## config.mk

```make
export PLATFORM = sky130hd
export DESIGN_NAME = bit_serial_adder_flat
export DESIGN_NICKNAME = d
export VERILOG_FILES = /design/src/rtl/bit_serial_adder_if.sv /design/src/rtl/bit_serial_adder.sv /design/src/flat_wrapper.sv
export SDC_FILE = /design/constraint.sdc
export NUM_CORES = 1
export LEC_CHECK = 0
export ABC_AREA = 1
export CORE_MARGIN = 3
export CORE_UTILIZATION = 50
export DETAILED_ROUTE_END_ITERATION = 12
export PLACE_DENSITY = 0.77
export SYNTH_ARGS = -nofsm -noshare
export SYNTH_HDL_FRONTEND = slang
export SYNTH_SLANG_ARGS = --single-unit
```

## constraint.sdc

```tcl
create_clock -name clk -period 4 [get_ports clk]
set_input_delay 0.8 -clock clk [delete_from_list [all_inputs] [get_ports clk]]
set_output_delay 0.8 -clock clk [all_outputs]
set_load 0.02 [all_outputs]
```

## src/rtl/bit_serial_adder_if.sv

```systemverilog
// rtl/bit_serial_adder_if.sv - operand/result handshake bundle for bit_serial_adder
// SERIAL_ADDER_SUB_EN adds the SUB operand-mode signal.
interface bit_serial_adder_if #(
    parameter int WIDTH = 8
);
    logic             in_valid;
    logic             in_ready;
    logic [WIDTH-1:0] A;
    logic [WIDTH-1:0] B;
    logic             Cin;
`ifdef SERIAL_ADDER_SUB_EN
    logic             SUB;
`endif
    logic             out_valid;
    logic             out_ready;
    logic [WIDTH-1:0] S;
    logic             Cout;
    logic             busy;

    modport slave (
`ifdef SERIAL_ADDER_SUB_EN
        input  SUB,
`endif
        input  in_valid, A, B, Cin, out_ready,
        output in_ready, out_valid, S, Cout, busy
    );

    modport master (
`ifdef SERIAL_ADDER_SUB_EN
        output SUB,
`endif
        output in_valid, A, B, Cin, out_ready,
        input  in_ready, out_valid, S, Cout, busy
    );
endinterface

```

## src/rtl/bit_serial_adder.sv

```systemverilog
// rtl/bit_serial_adder.sv - LSB-first bit-serial adder, one full-adder cell, WIDTH cycles per op
// SERIAL_ADDER_SUB_EN enables subtract mode (A - B - Cin) via bus.SUB.
module bit_serial_adder #(
    parameter int WIDTH = 8
) (
    input  logic               clk,
    input  logic               rst,
    bit_serial_adder_if.slave  bus
);
    localparam int CW = $clog2(WIDTH);

    typedef enum logic [1:0] {
        IDLE = 2'd0,
        RUN  = 2'd1,
        DONE = 2'd2
    } state_t;

    state_t           state_q, state_d;
    logic [WIDTH-1:0] a_sh_q, a_sh_d;
    logic [WIDTH-1:0] b_sh_q, b_sh_d;
    logic [WIDTH-1:0] s_sh_q, s_sh_d;
    logic [WIDTH-1:0] s_q, s_d;
    logic             carry_q, carry_d;
    logic             cout_q, cout_d;
    logic [CW-1:0]    cnt_q, cnt_d;

    logic             sub_mode;
    logic [WIDTH-1:0] b_load;
    logic             c_load;
    logic             sum_bit;
    logic             carry_bit;
    logic [WIDTH-1:0] s_shifted;

`ifdef SERIAL_ADDER_SUB_EN
    assign sub_mode = bus.SUB;
`else
    assign sub_mode = 1'b0;
`endif

    // Subtraction is A + ~B + ~Cin, so only the loaded operand and seed carry differ.
    assign b_load = bus.B ^ {WIDTH{sub_mode}};
    assign c_load = bus.Cin ^ sub_mode;

    assign sum_bit   = a_sh_q[0] ^ b_sh_q[0] ^ carry_q;
    assign carry_bit = (a_sh_q[0] & b_sh_q[0]) | (a_sh_q[0] & carry_q) | (b_sh_q[0] & carry_q);
    assign s_shifted = (s_sh_q >> 1) | {sum_bit, {(WIDTH-1){1'b0}}};

    always_comb begin
        state_d = state_q;
        a_sh_d  = a_sh_q;
        b_sh_d  = b_sh_q;
        s_sh_d  = s_sh_q;
        s_d     = s_q;
        carry_d = carry_q;
        cout_d  = cout_q;
        cnt_d   = cnt_q;
        case (state_q)
            IDLE: begin
                if (bus.in_valid) begin
                    a_sh_d  = bus.A;
                    b_sh_d  = b_load;
                    carry_d = c_load;
                    cnt_d   = '0;
                    state_d = RUN;
                end
            end
            RUN: begin
                carry_d = carry_bit;
                a_sh_d  = a_sh_q >> 1;
                b_sh_d  = b_sh_q >> 1;
                s_sh_d  = s_shifted;
                cnt_d   = cnt_q + CW'(1);
                // Last bit: publish the completed sum on the same edge.
                if (cnt_q == CW'(WIDTH-1)) begin
                    s_d     = s_shifted;
                    cout_d  = carry_bit;
                    state_d = DONE;
                end
            end
            DONE: begin
                if (bus.out_ready) begin
                    state_d = IDLE;
                end
            end
            default: begin
                state_d = IDLE;
            end
        endcase
    end

    always_ff @(posedge clk) begin
        if (rst) begin
            state_q <= IDLE;
            a_sh_q  <= '0;
            b_sh_q  <= '0;
            s_sh_q  <= '0;
            s_q     <= '0;
            carry_q <= 1'b0;
            cout_q  <= 1'b0;
            cnt_q   <= '0;
        end else begin
            state_q <= state_d;
            a_sh_q  <= a_sh_d;
            b_sh_q  <= b_sh_d;
            s_sh_q  <= s_sh_d;
            s_q     <= s_d;
            carry_q <= carry_d;
            cout_q  <= cout_d;
            cnt_q   <= cnt_d;
        end
    end

    assign bus.in_ready  = (state_q == IDLE);
    assign bus.out_valid = (state_q == DONE);
    assign bus.busy      = (state_q == RUN) || (state_q == DONE);
    assign bus.S         = s_q;
    assign bus.Cout      = cout_q;
endmodule

```

## src/flat_wrapper.sv

```systemverilog
// flat-port wrapper written by rule: the top's interface ports become plain ports
module bit_serial_adder_flat 
#(
    parameter int WIDTH = 8
)
  (clk, rst, bus_in_valid, bus_A, bus_B, bus_Cin, bus_out_ready, bus_in_ready, bus_out_valid, bus_S, bus_Cout, bus_busy);
  bit_serial_adder_if #(.WIDTH(WIDTH)) bus_i ();
  input  logic clk;
  input  logic rst;
  input wire logic [$bits(bus_i.in_valid)-1:0] bus_in_valid;
  input wire logic [$bits(bus_i.A)-1:0] bus_A;
  input wire logic [$bits(bus_i.B)-1:0] bus_B;
  input wire logic [$bits(bus_i.Cin)-1:0] bus_Cin;
  input wire logic [$bits(bus_i.out_ready)-1:0] bus_out_ready;
  output wire logic [$bits(bus_i.in_ready)-1:0] bus_in_ready;
  output wire logic [$bits(bus_i.out_valid)-1:0] bus_out_valid;
  output wire logic [$bits(bus_i.S)-1:0] bus_S;
  output wire logic [$bits(bus_i.Cout)-1:0] bus_Cout;
  output wire logic [$bits(bus_i.busy)-1:0] bus_busy;
  assign bus_i.in_valid = bus_in_valid;
  assign bus_i.A = bus_A;
  assign bus_i.B = bus_B;
  assign bus_i.Cin = bus_Cin;
  assign bus_i.out_ready = bus_out_ready;
  assign bus_in_ready = bus_i.in_ready;
  assign bus_out_valid = bus_i.out_valid;
  assign bus_S = bus_i.S;
  assign bus_Cout = bus_i.Cout;
  assign bus_busy = bus_i.busy;
  bit_serial_adder #(.WIDTH(WIDTH)) u_core (.clk(clk), .rst(rst), .bus(bus_i));
endmodule
```

==> qor.txt, run 1 <==
Status: finished, final reports clean
1st-iter DRT viols: 83
# IOs: 33
Startpoint Class: flop
CP cell instances: inv_1, ha_1, clkdlybuf4s50_1
Global placement routability congestion: 0.724
Clock Latency Late Sink: 0.36 ns
Setup_tns: 0 ns
Final Hold Violating Endpoints: 0
Largest net degree at the start of global routing: 30
Net Switching: 0.000561 W
Post-CTS Setup Bufs: 0
Core Rows: 20
Antenna Diode Count: 0
Flop pwr share: 39.6%
Grt total ovfl: 0
Drt total wl: 3500 um
Fin crit share: 62.2%
Area of the multi-input gates: 797 um2
Switching Share: 42.5%
Worst-case hold slack: 0.471 ns
Share of the synthesized area in the top cell type: 44.3%
Mapped Cells: 234
Worst Path Arrival: 1.69 ns
Drt first pass iters: 4
Yosys cell types: 24
CTS Sinks: 38
Drt via density: 4.80
Core Box Area: 3150 um2
Worst path slowest cell: clkdlybuf4s50_1
Max FO, Critical Path: 6
Die H: 64.6 um
Max-slew violation count: 0
Post-Syn Area: 1720 um2
Wire length per cell after detailed routing: 11.4 um
Port Buffers: 32
Largest cells by area after synthesis: dfxtp_1, nand2_1, nor2_1
RSZ-0062 raised after global routing: no
FF/Latch Area: 761 um2
First-pass GRT wire length: 5930 um
Initial antenna violation count: 0
Max_cap viols: 0
CP Data Required Time: 3.20 ns
Critical Path Max Stage Delay: 0.64 ns
Reg clk slew, reported paths: 0.12 ns
Worst Hold Class: flop to flop
CTS Buf Count: 5
Number of global-route vias before repair: 1379
Crit path capture type: primary output
Syn_area_per_cell: 7.33 um2
Static leakage: 0.892 nW
Remaining DRCs: 0
Max Root-Sink Buffers: 2
Combinational Power Share: 43.9%
CTS Hold Bufs: 0
Peak VDD IR: 0.000334 V
Initial Utilization: 54.4%
Tmin final: 2.49 ns
Int Power: 0.000760 W
Die area: 4170 um2
CP top delay family: buffers and inverters
Clock Skews: 0.00745 ns
Overall global routing resource usage: 18.2%
Yosys warns: 0
Power after layout: 0.00132 W
Area delta synth->final: 20.0%
Slew headroom: 66.9%
PD cells: 642 nW/um2
Worst-Margin Slew: 0.497 ns
Post-route ant nets: 0
Nets: 289
Post-synth top area cell: dfxtp_1
Die Wd: 64.6 um
Resize count post-CTS: 0
Power share of the clock group: 16.5%
H-tree levels: 2
Final setup fails: 0
Net Count, Synth: 261
Post-DP HPWL: 2400 um
Sum of buffers and inverters on the critical path: 2
TritonCTS clock tree: done
Routed via count: 1474
WS Path Type: flop to primary output
#FFs+latches synth: 38
Fraction of layout cells with a size suffix above 1: 7.98%
Fmax: 0.402 GHz
# fillers: 312
Sequential area share after synthesis: 44.3%
Root Buffer: clkbuf_4
[state kept, by name (all words and copies together), names as in the netlist]
name,flops
u_core.cnt_q,3
u_core.s_sh_q,7
u_core.bus.Cout,1
u_core.a_sh_q,8
u_core.carry_q,1
u_core.b_sh_q,8
u_core.bus.S,8
u_core.state_q,2
[synthesized netlist by cell type (all sizes together)]
master	number
a211oi	1
ha	5
o21ai	27
nor2	51
nand2	68
clkbuf	1
inv	13
dfxtp	38
buf	11
fa	1
a21oi	13
nand3	5
[stage by stage]
step                      setup slack, ns  area, um2  cells  util, %
after global placement               1.84       1990    299     63.3
final                                1.51       2060    307     65.3
after CTS                            1.49       2060    307     65.3
after floorplan                      2.46       1720    234        -
after detailed placement             1.80       1990    299     63.3
after global routing                 1.39       2060    307     65.3
[cell type report]
type                            instances  share of cell area, %
Multi-Input combinational cell        171                   38.7
Sequential cell                        38                   37.0
Timing Repair Buffer                   33                   15.9
Tap cell                               44                   2.67
Inverter                               13                   2.61
Clock buffer                            6                   2.49
Clock inverter                          2                  0.608
[power by group through the flow]
| stage | clock network, W | logic, W | registers [W] |
|---|---|---|---|
| 6_report | 0.000218 | 0.000580 | 0.000524 |
| 5_1_grt | 0.000242 | 0.000657 | 0.000535 |
| 4_1_cts | 0.000221 | 0.000585 | 0.000524 |
| 3_5_place_dp | 0 | 0.000582 | 0.000531 |
| 3_3_place_gp | 0 | 0.000570 | 0.000530 |
| 2_1_floorplan | 0 | 0.000502 | 0.000520 |
[cell families (layout without fill, tap and decap cells)]
family,after synthesis,count (layout),synth area share (%)
DFF,38,38,44.3
AOI/OAI and AO/OA,41,41,12.5
adders and majority gates,6,6,4.81
and+or+nand+nor,124,124,29.1
buffers and inverters,25,54,9.19
[layer usage]
layer	up-vias	global-route usage (%)	share of wire, %
li1	785	-	-
met4	0	10.8	3.2
met3	13	4.33	3.6
met5	-	0	0
met2	31	30.2	47
met1	645	21.4	46
[cells in the final DEF (no fill, tap or decap), types with 2 or more instances in the layout]
cell,netlist,layout
nand2_1,65,65
nor2_1,49,49
dfxtp_1,38,38
clkdlybuf4s50_1,0,32
o21ai_0,26,26
a21oi_1,11,11
inv_1,10,10
ha_1,5,5
clkbuf_4,0,5
nand3_1,3,3
nand2_2,2,2
inv_2,2,2
nand3_2,2,2
a21oi_2,2,2
nor2_2,2,2
[worst paths after layout]
| path | cells past startpoint | endpoint | startpoint | slack [ns] |
|---|---|---|---|---|
| max | 3 | bus_in_ready | u_core.state_q[1] | 1.51 |
| min | 2 | u_core.bus.S[0] | u_core.s_sh_q[1] | 0.47 |
| max reg2reg | 6 | u_core.cnt_q[1] | u_core.state_q[1] | 2.17 |
| min reg2reg | 2 | u_core.bus.S[0] | u_core.s_sh_q[1] | 0.47 |
[worst register-to-register path: cells and delay by family (launching register included)]
family | cells | cell delay [ns]
buffers and inverters | 2 | 0.42
AND/OR/NAND/NOR | 1 | 0.09
AO/OA/AOI/OAI | 2 | 0.45
adder cells (fa/ha/maj) | 1 | 0.47
flip-flops | 1 | 0.34
(Power assumes the default switching activity.)
==> run 2, diff against run 1 <==
==> constraint.sdc (replaced) <==
create_clock -name clk -period 2.37 [get_ports clk]
set_input_delay 0.474 -clock clk [delete_from_list [all_inputs] [get_ports clk]]
set_output_delay 0.474 -clock clk [all_outputs]
set_load 0.02 [all_outputs]
==> run 2 against run 1 <==
  * Combinational power is 70% higher
  * Via count is 0.14% higher
  * Critical path type unchanged
  * Largest power group unchanged
  * Cell count is 0.33% higher
  * Global-route usage is 0.74 points lower
==> qor.txt, run 2 (synthesized netlist as in run 1, its figures left out) <==
Worst hold stages: 2 (unchanged)
Reg2reg start: u_core.state_q[1]
TritonCTS clock tree: done
Setup_tns: 0 ns (unchanged)
Combinational Power Share: 45.2% (+1.3 points)
WS Path Type: flop to primary output
Die Wd: 64.6 um (unchanged)
Worst Reg-to-Reg Cells: 8 (+2)
Root Buffer: clkbuf_4
Wire length per cell after detailed routing: 10.8 um (-5.3%)
Post-route ant nets: 0 (unchanged)
Static leakage: 0.898 nW (+0.65%)
CTS Buf Count: 5 (unchanged)
Drt first pass iters: 4 (unchanged)
Fin util: 65.2% (about the same)
Number of global-route vias before repair: 1320 (-4.3%)
Core Box Area: 3150 um2 (unchanged)
Worst Min Path Start: u_core.s_sh_q[1]
Final Hold Violating Endpoints: 0 (unchanged)
Drt total wl: 3330 um (-5.0%)
Die H: 64.6 um (unchanged)
Reg clk slew, reported paths: 0.11 ns (about the same)
Core Rows: 20 (unchanged)
Fraction of layout cells with a size suffix above 1: 8.33% (+0.35 points)
Power share of the clock group: 14.4% (-2.1 points)
Post-CTS Setup Bufs: 0 (unchanged)
CP Data Required Time: 1.90 ns (-1.30 ns)
Drt via density: 4.79 (-0.19%)
Overall global routing resource usage: 17.5% (-0.74 points)
Int Power: 0.00126 W (+66%)
Final setup fails: 0 (unchanged)
Most frequent cells in the layout: nand2_1, nor2_1, dfxtp_1
Antenna Diode Count: 0 (unchanged)
Post-DP HPWL: 2330 um (-2.9%)
Nets: 291 (+0.69%)
Tmin final: 2.13 ns
Initial Utilization: 54.4% (unchanged)
Clock Skews: 0.0128 ns (+0.00535 ns)
Startpoint Class: flop
RSZ-0062 raised after global routing: no
Max FO, Critical Path: 6 (unchanged)
Peak VDD IR: 0.000621 V (+86%)
Worst-Margin Slew: 0.445 ns (-0.0522 ns)
Remaining DRCs: 0 (unchanged)
CTS Sinks: 38 (unchanged)
PD cells: 1060 nW/um2 (+65%)
Crit path capture type: primary output
Max-slew violation count: 0 (unchanged)
Global placement routability congestion: 0.767 (+5.9%)
Max Root-Sink Buffers: 2 (unchanged)
Resize count post-CTS: 0 (unchanged)
Area of the multi-input gates: 797 um2 (unchanged)
Max_cap viols: 0 (unchanged)
Worst Hold End: u_core.bus.S[0]
Clock Latency Late Sink: 0.35 ns (about the same)
Initial antenna violation count: 0 (unchanged)
Switching Share: 42.3% (-0.15 points)
Flop pwr share: 40.4% (+0.8 points)
Worst Hold Class: flop to flop
Largest net degree at the start of global routing: 30 (unchanged)
1st-iter DRT viols: 67 (-19%)
R2R Path End: u_core.carry_q
Routed via count: 1476 (+0.14%)
Die area: 4170 um2 (unchanged)
Fin crit share: 89.7%
Commonest non-fill, non-tap cell in the layout: nand2_1
Worst Path Arrival: 1.65 ns (-0.04 ns)
CTS Hold Bufs: 0 (unchanged)
Area delta synth->final: 19.9% (about the same)
First-pass GRT wire length: 5710 um (-3.8%)
Net Switching: 0.000925 W (+65%)
Slew headroom: 70.3% (+3.5 points)
FF/Latch Area: 761 um2 (unchanged)
Fmax: 0.470 GHz
H-tree levels: 2 (unchanged)
Grt total ovfl: 0 (unchanged)
Status: finished, final reports clean
Port Buffers: 32 (unchanged)
# IOs: 33 (unchanged)
Internal reg-to-reg setup slack: 0.69 ns (-1.48 ns)
# fillers: 296 (-5.1%)
[run 2: cell types whose count changed in the layout (fill, tap and decap cells not counted)]
cell        before  now
buf_4            1    3
clkinvlp_4       1    0
clkbuf_8         1    0
clkinv_2         1    2
[run 2: critical path, cell delays in order, from the launching register on]
cell	delay, ns
dfxtp_1	0.33
inv_1	0.09
ha_1	0.25
clkdlybuf4s50_1	0.64
[run 2: power by group through the flow]
stage	logic [W]	registers (W)	clock network, W
2_1_floorplan	0.000847	0.000877	0
3_3_place_gp	0.000982	0.000891	0
3_5_place_dp	0.000995	0.000896	0
4_1_cts	0.000997	0.000882	0.000324
5_1_grt	0.00113	0.000899	0.000347
6_report	0.000986	0.000883	0.000315
[run 2: metrics by stage]
| stage | instance area, um2 | total power [W] | setup slack, ns | hold slack, ns | instances |
|---|---|---|---|---|---|
| after global placement | 2010 | 0.00187 | 0.637 | 0.444 | 301 |
| after floorplan | 1720 | 0.00172 | 0.915 | 0.430 | 234 |
| after detailed placement | 2010 | 0.00189 | 0.608 | 0.455 | 301 |
| after CTS | 2060 | 0.00220 | 0.228 | 0.471 | 308 |
| after global routing | 2060 | 0.00237 | 0.145 | 0.492 | 308 |
| final | 2060 | 0.00218 | 0.245 | 0.467 | 308 |
[run 2: worst max path at each step]
stage                      startpoint                to  slack [ns]  cells after the start
floorplan           u_core.state_q[0]  u_core.a_sh_q[6]        0.91                      8
global placement    u_core.state_q[0]      bus_in_ready        0.64                      3
detailed placement  u_core.state_q[0]      bus_in_ready        0.61                      3
CTS                 u_core.state_q[0]      bus_in_ready        0.23                      3
global route        u_core.state_q[1]      bus_in_ready        0.15                      3
finish              u_core.state_q[0]      bus_in_ready        0.24                      3
[run 2: metal layers]
layer	GRT usage, %	up-vias	routed length [um]
met2	30.2	28	1590
met3	4.68	6	123
met1	20.2	653	1550
met4	7.92	0	65
met5	0	-	0
li1	-	789	-
[run 2: cell type report]
class	count	share of cell area, %
Sequential cell	38	37.0
Tap cell	44	2.68
Clock inverter	2	0.487
Timing Repair Buffer	35	16.7
Clock buffer	5	1.82
Inverter	13	2.62
Multi-Input combinational cell	171	38.7
==> run 3, diff against run 2 <==
--- a/config.mk
+++ b/config.mk
@@ -6,10 +6,12 @@
 export NUM_CORES = 1
 export LEC_CHECK = 0
 export ABC_AREA = 1
+export CAP_MARGIN = 20
 export CORE_MARGIN = 3
 export CORE_UTILIZATION = 50
 export DETAILED_ROUTE_END_ITERATION = 12
 export PLACE_DENSITY = 0.77
+export SKIP_LAST_GASP = 1
 export SYNTH_ARGS = -nofsm -noshare
 export SYNTH_HDL_FRONTEND = slang
 export SYNTH_SLANG_ARGS = --single-unit
==> results of run 3 <==
Same layout as run 2: the final DEF is identical, and so are final timing and power.
